===== config.mk =====
export PLATFORM = sky130hd
export DESIGN_NAME = pipeline_ctrl
export DESIGN_NICKNAME = d
export VERILOG_FILES = /design/src/rtl/pipeline_ctrl_pkg.sv /design/src/rtl/pipeline_ctrl_stall_watchdog.sv /design/src/rtl/pipeline_ctrl.sv
export SDC_FILE = /design/constraint.sdc
export NUM_CORES = 1
export LEC_CHECK = 0
export CAP_MARGIN = 20
export CORE_MARGIN = 4
export CORE_UTILIZATION = 49
export CTS_CLUSTER_SIZE = 28
export DETAILED_ROUTE_END_ITERATION = 8
export PLACE_DENSITY = 0.85
export SKIP_LAST_GASP = 1
export SLEW_MARGIN = 20
export SYNTH_ARGS = -nofsm -noshare
export SYNTH_HDL_FRONTEND = slang
export SYNTH_SLANG_ARGS = --single-unit

===== constraint.sdc =====
create_clock -name clk -period 3.7 [get_ports clk]
set_clock_uncertainty 0.05 [all_clocks]
set_input_delay 0.925 -clock clk [delete_from_list [all_inputs] [get_ports clk]]
set_output_delay 0.925 -clock clk [all_outputs]
set_load 0.05 [all_outputs]

===== src/rtl/pipeline_ctrl_pkg.sv =====
// Shared encodings for the pipeline stall/flush controller: FSM states,
// per-stage stall masks and the request merge helper.
package pipeline_ctrl_pkg;

  typedef enum logic [1:0] {
    PC_RUN    = 2'd0,
    PC_FLUSH  = 2'd1,
    PC_REFILL = 2'd2
  } pc_state_e;

  // stall[n]=1 with stall[n+1]=0 inserts a bubble into stage n+1
  localparam logic [5:0] STALL_NONE = 6'b000000;
  localparam logic [5:0] STALL_IF   = 6'b000011;
  localparam logic [5:0] STALL_ID   = 6'b000111;
  localparam logic [5:0] STALL_EX   = 6'b001111;
  localparam logic [5:0] STALL_MEM  = 6'b011111;
  localparam logic [5:0] STALL_ALL  = 6'b111111;

  localparam logic [31:0] ZERO_WORD = 32'h0000_0000;

  // Masks are nested, so the deepest requester alone sets the result.
  function automatic logic [5:0] merge_stall(input logic req_if, input logic req_id,
                                             input logic req_ex, input logic req_mem);
    logic [5:0] m;
    m = STALL_NONE;
    if (req_mem)     m = STALL_MEM;
    else if (req_ex) m = STALL_EX;
    else if (req_id) m = STALL_ID;
    else if (req_if) m = STALL_IF;
    return m;
  endfunction

endpackage


===== src/rtl/pipeline_ctrl_stall_watchdog.sv =====
// Tracks PC-stall activity: consecutive-cycle watchdog with a single timeout
// pulse per stall episode, plus a free-running total of stalled cycles.
module pipeline_ctrl_stall_watchdog
  import pipeline_ctrl_pkg::*;
#(
  parameter int TIMEOUT = 1024
) (
  input  logic        clk,
  input  logic        rst,
  input  logic        stall_pc,
  output logic        stall_timeout,
  output logic [31:0] stall_cnt
);

  localparam int WD_W = $clog2(TIMEOUT + 1);
  localparam logic [WD_W-1:0] WD_MAX = WD_W'(TIMEOUT);
  localparam logic [WD_W-1:0] WD_PRE = WD_W'(TIMEOUT - 1);

  logic [WD_W-1:0] wd_cnt_q, wd_cnt_d;
  logic [31:0]     stall_cnt_q, stall_cnt_d;

  always_comb begin
    wd_cnt_d    = wd_cnt_q;
    stall_cnt_d = stall_cnt_q;
    if (!stall_pc) begin
      wd_cnt_d = '0;
    end else if (wd_cnt_q != WD_MAX) begin
      wd_cnt_d = wd_cnt_q + WD_W'(1);
    end
    if (stall_pc) begin
      stall_cnt_d = stall_cnt_q + 32'd1;
    end
  end

  always_ff @(posedge clk) begin
    if (rst) begin
      wd_cnt_q    <= '0;
      stall_cnt_q <= ZERO_WORD;
    end else begin
      wd_cnt_q    <= wd_cnt_d;
      stall_cnt_q <= stall_cnt_d;
    end
  end

  // Fires in the stalled cycle that brings the run length up to TIMEOUT;
  // saturation at WD_MAX keeps it from firing again in the same episode.
  assign stall_timeout = stall_pc && !rst && (wd_cnt_q == WD_PRE);
  assign stall_cnt     = stall_cnt_q;

endmodule


===== src/rtl/pipeline_ctrl.sv =====
// Pipeline stall/flush controller: merges stage stall requests and sequences
// exception redirects as freeze -> flush -> I-side refill.
//   state     | meaning
//   PC_RUN    | normal operation, stall = merged requests
//   PC_FLUSH  | one cycle, flush=1 with redirect target on new_pc
//   PC_REFILL | PC+IF held while fetch restarts at the new target
module pipeline_ctrl
  import pipeline_ctrl_pkg::*;
#(
  parameter int REFILL_CYCLES = 2,
  parameter int TIMEOUT       = 1024
) (
  input  logic        clk,
  input  logic        rst,
  input  logic        stallreq_if,
  input  logic        stallreq_id,
  input  logic        stallreq_ex,
  input  logic        stallreq_mem,
  input  logic        flush_req,
  input  logic [31:0] flush_pc,
  output logic [5:0]  stall,
  output logic        flush,
  output logic [31:0] new_pc,
  output logic        stall_timeout,
  output logic [31:0] stall_cnt
);

  localparam int RC_W = (REFILL_CYCLES > 1) ? $clog2(REFILL_CYCLES) : 1;
  localparam logic [RC_W-1:0] RC_LOAD = RC_W'(REFILL_CYCLES - 1);

  pc_state_e       state_q, state_d;
  logic [RC_W-1:0] refill_cnt_q, refill_cnt_d;
  logic            flush_q, flush_d;
  logic [31:0]     new_pc_q, new_pc_d;

  always_comb begin
    state_d      = state_q;
    refill_cnt_d = refill_cnt_q;
    new_pc_d     = new_pc_q;
    stall        = STALL_NONE;

    unique case (state_q)
      PC_RUN: begin
        stall = merge_stall(stallreq_if, stallreq_id, stallreq_ex, stallreq_mem);
      end
      PC_FLUSH: begin
        state_d      = PC_REFILL;
        refill_cnt_d = RC_LOAD;
      end
      PC_REFILL: begin
        stall = STALL_IF | merge_stall(1'b0, stallreq_id, stallreq_ex, stallreq_mem);
        if (refill_cnt_q == '0) begin
          state_d = PC_RUN;
        end else begin
          refill_cnt_d = refill_cnt_q - RC_W'(1);
        end
      end
      default: begin
        state_d = PC_RUN;
      end
    endcase

    // A new exception overrides whatever sequence is in progress.
    if (flush_req) begin
      stall    = STALL_ALL;
      state_d  = PC_FLUSH;
      new_pc_d = flush_pc;
    end

    flush_d = (state_d == PC_FLUSH);
  end

  always_ff @(posedge clk) begin
    if (rst) begin
      state_q      <= PC_RUN;
      refill_cnt_q <= '0;
      flush_q      <= 1'b0;
      new_pc_q     <= ZERO_WORD;
    end else begin
      state_q      <= state_d;
      refill_cnt_q <= refill_cnt_d;
      flush_q      <= flush_d;
      new_pc_q     <= new_pc_d;
    end
  end

  assign flush  = flush_q;
  assign new_pc = new_pc_q;

  pipeline_ctrl_stall_watchdog #(
    .TIMEOUT(TIMEOUT)
  ) u_watchdog (
    .clk          (clk),
    .rst          (rst),
    .stall_pc     (stall[0]),
    .stall_timeout(stall_timeout),
    .stall_cnt    (stall_cnt)
  );

endmodule


==> run metrics, run 1 <==
startpoint type of the worst setup path input pin; gr ovfl total 0; Required @ worst endpoint 2720 ps; Commonest cells post-synth dfxtp_1, nor2_1, mux2i_1, nand3_1, xor2_1; Fin. Hold Viols 0; clock network fraction of design power between 30% and 40%; Nets 524; flops & latches, synth 79; Total GRT Usage 20.44%; row count 30; Placed Instances 548; Primary FF master, synth dfxtp_1; Synth top area share 46.78%; ranking of synthesized cells by area dfxtp_1, mux2i_1, nor2_1; warnings from Yosys 0; class of the worst hold path reg -> reg; Post-Synth Adder-Cell Area under 10%; RSZ-0062 raised after global routing no; TritonCTS buffer count 9; fillcell total 505; Design Power 1.791 mW; Pint 1.266 mW; register area share after synthesis 46.78%; FF-to-FF Start state_q[0]; crit path cell chain clkdlybuf4s50_1, nor3_2, a21oi_2, nand2b_1, nor3_1, buf_4; CP max FO 6; Worst Setup End Kind output port; Layout Area Growth over Synthesis 38.93%; Max Freq 0.3103 GHz; fin. max-slew vios 0; H-tree levels 3; Setup TNS Final 0 ps; hold buffer count at CTS 0; global-route wire length before repair 14080 um; antenna violations before repair 0; routability congestion estimate 0.8793; final period utilization 87.11%; Relative slew margins roughly 54%; Netlist cell types 39; Core ar. 6756 um2; sequential share of power 50.6%; # IOs 111; top-count cell post-synth dfxtp_1; PwrDens 381.4 nW/um2; Compound-Gate Fraction of Synth Area 6.107%; Worst-Skew Late Latency around 340 ps; WHS Endpoint u_watchdog.stall_cnt[31]; Gate Count Post-Synth 369; initial DRC count 93; cell taking the most area after synthesis dfxtp_1; ANT cells 0; largest net degree at the start of global routing 69; crit path buf inv count 2; Worst VDD drop 222.2 uV; Post-CTS Setup Bufs 0; min Tclk post-route approximately 3200 ps; ys async rst share 0%; routed vias 2996; clock slew at reported path FFs 80 ps; largest family of logic cells by synthesized area simple AND/OR/NAND/NOR gates; buffers added on ports 110; Final setup viols 0; die width between 90 and 100 um; Die Y a little over 90 um; initial core utilization approximately 50%; fin cells roughly 560; Post-route DRC 0; R2R depth 7; Area after DPL 4522 um2; Synth Area in XOR/XNOR 8.031%; max cap viols 0; Worst Hold Launch u_watchdog.stall_cnt[31]; slowest cell delay on critical path about 420 ps; flop2flop setup slack 1360 ps; CP top delay family buffers and inverters; status finished, final reports clean; final instance area roughly 4700 um2; kind of critical path in -> out; Comb pwr share 17.5%; CTS tree yes; EDFF count, synth 0; Leak 1.784 nW; syn avg cell area 9.162 um2; share of post-route cells with drive strength above 1 ~7.9%; Synthesized Nets approximately 410; switching share of power 29.33%; post-synthesis mux area share 10.10%; Mapped Area 3381 um2; vias in the first global route 3099; Num Clock Sinks 79; hold path depth 2; CP max-delay cell clkdlybuf4s50_1; CTS resizes 0; final wirelength 8392 um; Final Util between 60% and 70%; DPL Wire Length around 6100 um; Reg-to-Reg End u_watchdog.stall_cnt[31]; vias per inst 5.312; P_sw 525.5 uW; CTS root buf clkbuf_8; die area approximately 8300 um2; Worst Tran Pin Value 680.1 ps; remaining antenna violation count 0; Detailed Routing Iterations Pass 1 4; simple-gate share of the synthesized area 23.39%; Critical Path AT 2250 ps; WL/cell roughly 15 um; worst-case clock buffer depth 2
[power groups by stage]
stage	Sequential, mW	Clock, mW	Combinational, mW
4_1_cts	0.905	0.586	0.316
6_report	0.906	0.571	0.314
5_1_grt	0.909	0.623	0.334
2_1_floorplan	1.01	0	0.106
3_3_place_gp	0.923	0	0.308
3_5_place_dp	0.925	0	0.314
[worst max path at each step]
stage                 start       endpoint  slack [ps]  depth (start not counted)
5_1_grt         stallreq_if  stall_timeout         320                          6
4_1_cts         stallreq_if  stall_timeout         480                          6
3_5_place_dp    stallreq_if  stall_timeout         480                          6
6_report        stallreq_if  stall_timeout         480                          6
3_3_place_gp    stallreq_if  stall_timeout         470                          6
2_1_floorplan  stallreq_mem  stall_timeout          70                          5
[layer usage]
metal	share of wire, %	up-vias	GRT usage [%]	wire length [um]
met1	41	1406	23.14	3441
met4	2.3	0	9.422	191
li1	-	1487	-	-
met3	8.3	18	8.036	693
met5	0	-	0	0
met2	48	85	33.78	4066
[state kept, by name (all words and copies together), names as in the netlist]
register and cells:
u_watchdog.wd_cnt_q 11, u_watchdog.stall_cnt 32, flush 1, refill_cnt_q 1, state_q 2, new_pc 32
[worst reg2reg max path: cells and delay by family (launching register included)]
kind | cells | cell delay [ps]
buffers and inverters | 1 | 120
AND/OR/NAND/NOR | 3 | 1050
adder cells (fa/ha/maj) | 1 | 380
AO/OA/AOI/OAI | 2 | 350
flip-flops | 1 | 330
[placed cells by master (no fill, tap or decap), types with 2 or more instances in the layout]
cell type,Yosys,final
nor3_1,10,10
dfxtp_1,79,79
xnor2_1,12,12
nor2_1,77,77
clkbuf_8,0,10
nand4_1,13,13
nand3_1,20,20
mux2i_1,33,33
and3_1,4,4
inv_1,9,9
clkinvlp_4,0,2
a21oi_1,13,13
clkdlybuf4s50_1,0,102
o21bai_1,2,2
ha_1,6,6
xor2_1,19,19
buf_4,3,12
nor4b_1,2,2
a211oi_1,2,2
buf_2,4,2
nand2_1,10,10
or3_1,10,10
and4_1,2,2
clkinv_2,0,2
o21ai_0,10,10
nor4_1,2,2
nand2b_1,3,3
[cell type report]
cell class / instances / area (um2) / area share [%]
multi-input combinational: 264 / 1685 / 35.88
clock inverter: 5 / 33.78 / 0.7192
timing repair buffer: 116 / 1121 / 23.87
sequential: 79 / 1582 / 33.67
clock buffer: 11 / 141.4 / 3.010
tap: 80 / 100.1 / 2.131
inverter: 9 / 33.78 / 0.7192
[kinds of logic after synthesis]
group	count (synthesis)
buffers and inverters	26
flip-flops	79
AO/OA/AOI/OAI	32
XOR/XNOR	31
AND/OR/NAND/NOR	161
adder cells (fa/ha/maj)	6
multiplexers	34
[per-stage QoR]
| step | worst slack, ps | hold slack, ps |
|---|---|---|
| 2_1_floorplan | 68.14 | 434.5 |
| 3_3_place_gp | 468.1 | 421.0 |
| 3_5_place_dp | 479.0 | 436.9 |
| 4_1_cts | 479.0 | 452.5 |
| 5_1_grt | 318.7 | 470.7 |
| 6_report | 477.1 | 443.2 |
(Power assumes the default switching activity.)
==> run 2: changes to the inputs <==
Settings changed: CORE_UTILIZATION 49 to 39, PLACE_DENSITY 0.85 to 0.76.
==> run 2 against run 1 <==
Compared with the run above:
- total power up 5.3%
- worst setup slack worse by 250 ps
- non-clock buffer count unchanged
- die area up 23%
- register-to-register slack worse by 60 ps
- combinational power about the same
- final area up 1.4%
- sequential share of layout area down 0.45 points
- largest power group unchanged
==> run metrics, run 2 (synthesis results as in run 1) <==
CTS tree yes (unchanged); kind of critical path in -> out (unchanged); ANT cells 0 (unchanged); Reg-to-Reg End u_watchdog.stall_cnt[28] (was u_watchdog.stall_cnt[31]); worst-case clock buffer depth 2 (unchanged); startpoint type of the worst setup path input pin (unchanged); hold path depth 2 (unchanged); Detailed Routing Iterations Pass 1 4 (unchanged); Final setup viols 0 (unchanged); routability congestion estimate 0.7698 (was 0.8793); Fin. Hold Viols 0 (unchanged); Placed Instances 573 (was 548); Post-Place Setup Slack 210.0 ps (was 479.0 ps); fin. max-slew vios 0 (unchanged); Critical path origin stallreq_mem (was stallreq_if); initial DRC count 95 (was 93); # IOs 111 (unchanged); vias per inst 5.093 (was 5.312); max cap viols 0 (unchanged); FF-to-FF Start state_q[0] (unchanged); status finished, final reports clean (unchanged); final period utilization 93.82% (was 87.11%); CTS resizes 0 (unchanged); setup ws final 228.8 ps (was 477.1 ps); Total GRT Usage 16.74% (was 20.44%); commonest non-fill, non-tap cell in the layout clkdlybuf4s50_1 (unchanged); initial core utilization 40.53% (was 50.04%); Layout Area Growth over Synthesis 40.82% (was 38.93%); CP max FO 7 (was 6); buffers added on ports 110 (unchanged); row count 33 (was 30); RSZ-0062 raised after global routing no (unchanged); min Tclk post-route 3471 ps (was 3223 ps); Critical Path AT 2500 ps (was 2250 ps); clock slew at reported path FFs 90 ps (was 80 ps); commonest cells after routing, fill and taps aside clkdlybuf4s50_1, dfxtp_1, nor2_1, mux2i_1, nand3_1 (unchanged); Worst Tran Pin Value 788.7 ps (was 680.1 ps); Die Y 101.1 um (was 91.07 um); WHS Endpoint u_watchdog.stall_cnt[31] (unchanged); die area 10220 um2 (was 8293 um2); fin cells 589 (was 564); final wirelength 8449 um (was 8392 um); TritonCTS buffer count 9 (unchanged); Relative slew margins 47.01% (was 54.31%); flop2flop setup slack 1300 ps (was 1360 ps); Post-route DRC 0 (unchanged); PwrDens 396.4 nW/um2 (was 381.4 nW/um2); routed vias 3000 (was 2996); Num Clock Sinks 79 (unchanged); H-tree levels 3 (unchanged); Required @ worst endpoint 2720 ps (about the same); R2R depth 7 (unchanged); Hold Slack 443.7 ps (was 443.2 ps); DPL Wire Length 6094 um (was 6123 um); CTS root buf clkbuf_8 (unchanged); class of the worst hold path reg -> reg (unchanged); WL/cell 14.34 um (was 14.88 um); vias in the first global route 2946 (was 3099); largest net degree at the start of global routing 69 (unchanged); Nets 524 (unchanged); Worst Setup End Kind output port (unchanged); Max Freq 0.2881 GHz (was 0.3103 GHz); Post-CTS Setup Bufs 0 (unchanged); remaining antenna violation count 0 (unchanged); Leak 1.807 nW (was 1.784 nW); gr ovfl total 0 (unchanged); Worst VDD drop 261.0 uV (was 222.2 uV); antenna violations before repair 1 (was 0); hold buffer count at CTS 0 (unchanged); share of post-route cells with drive strength above 1 7.851% (unchanged); Worst Hold Launch u_watchdog.stall_cnt[31] (unchanged); Setup TNS Final 0 ps (unchanged); Worst-Skew Late Latency 350 ps (was 340 ps); Core ar. 8341 um2 (was 6756 um2); global-route wire length before repair 13670 um (was 14080 um); die width 101.1 um (was 91.07 um)
-- run 2: changes by cell type in the layout (fill, tap and decap cells not counted) --
cell	delta
clkinvlp_4	-2
bufinv_16	+1
clkbuf_8	+1
clkinv_2	-1
inv_6	+1
-- run 2: cell type report --
class                           instances  area (um2)
Sequential cell                        79        1582
Clock inverter                          4       52.55
Fill cell                             751        3580
Tap cell                              105       131.4
Inverter                                9       33.78
Multi-Input combinational cell        264        1685
Clock buffer                           12       155.1
Timing Repair Buffer                  116        1121
-- run 2: power breakdown --
part | total, mW | internal (mW) | switching, mW
Sequential | 0.904 | 0.881 | 0.0237
Combinational | 0.312 | 0.123 | 0.189
Clock | 0.671 | 0.352 | 0.320
Total | 1.89 | 1.36 | 0.532
-- run 2: worst max-delay path by stage --
| stage | to | slack (ps) |
|---|---|---|
| after detailed placement | stall_timeout | 210 |
| after CTS | stall_timeout | 210 |
| after global routing | stall_timeout | 110 |
| after floorplan | stall_timeout | 70 |
| after global placement | stall_timeout | 230 |
| final | stall_timeout | 230 |
-- run 2: metal layers --
layer,share of wire (%),up-vias,GRT usage (%)
li1,-,1486,-
met1,42,1415,19.04
met2,46,87,26.71
met3,11,10,9.689
met4,0.82,2,4.908
met5,0.15,-,0
-- run 2: critical path, stage by stage --
cell	delay (ps)
clkdlybuf4s50_1	490
nor3_1	100
a21oi_2	380
nand2b_1	170
nor3_1	200
buf_4	230
-- run 2: metrics by stage --
| stage | area (um2) | power, mW | util (%) |
|---|---|---|---|
| global route | 4761 | 1.970 | 57.08 |
| floorplan | 3381 | 1.116 | - |
| global placement | 4553 | 1.231 | 54.59 |
| detailed placement | 4553 | 1.238 | 54.59 |
| CTS | 4761 | 1.907 | 57.08 |
| finish | 4761 | 1.887 | 57.08 |
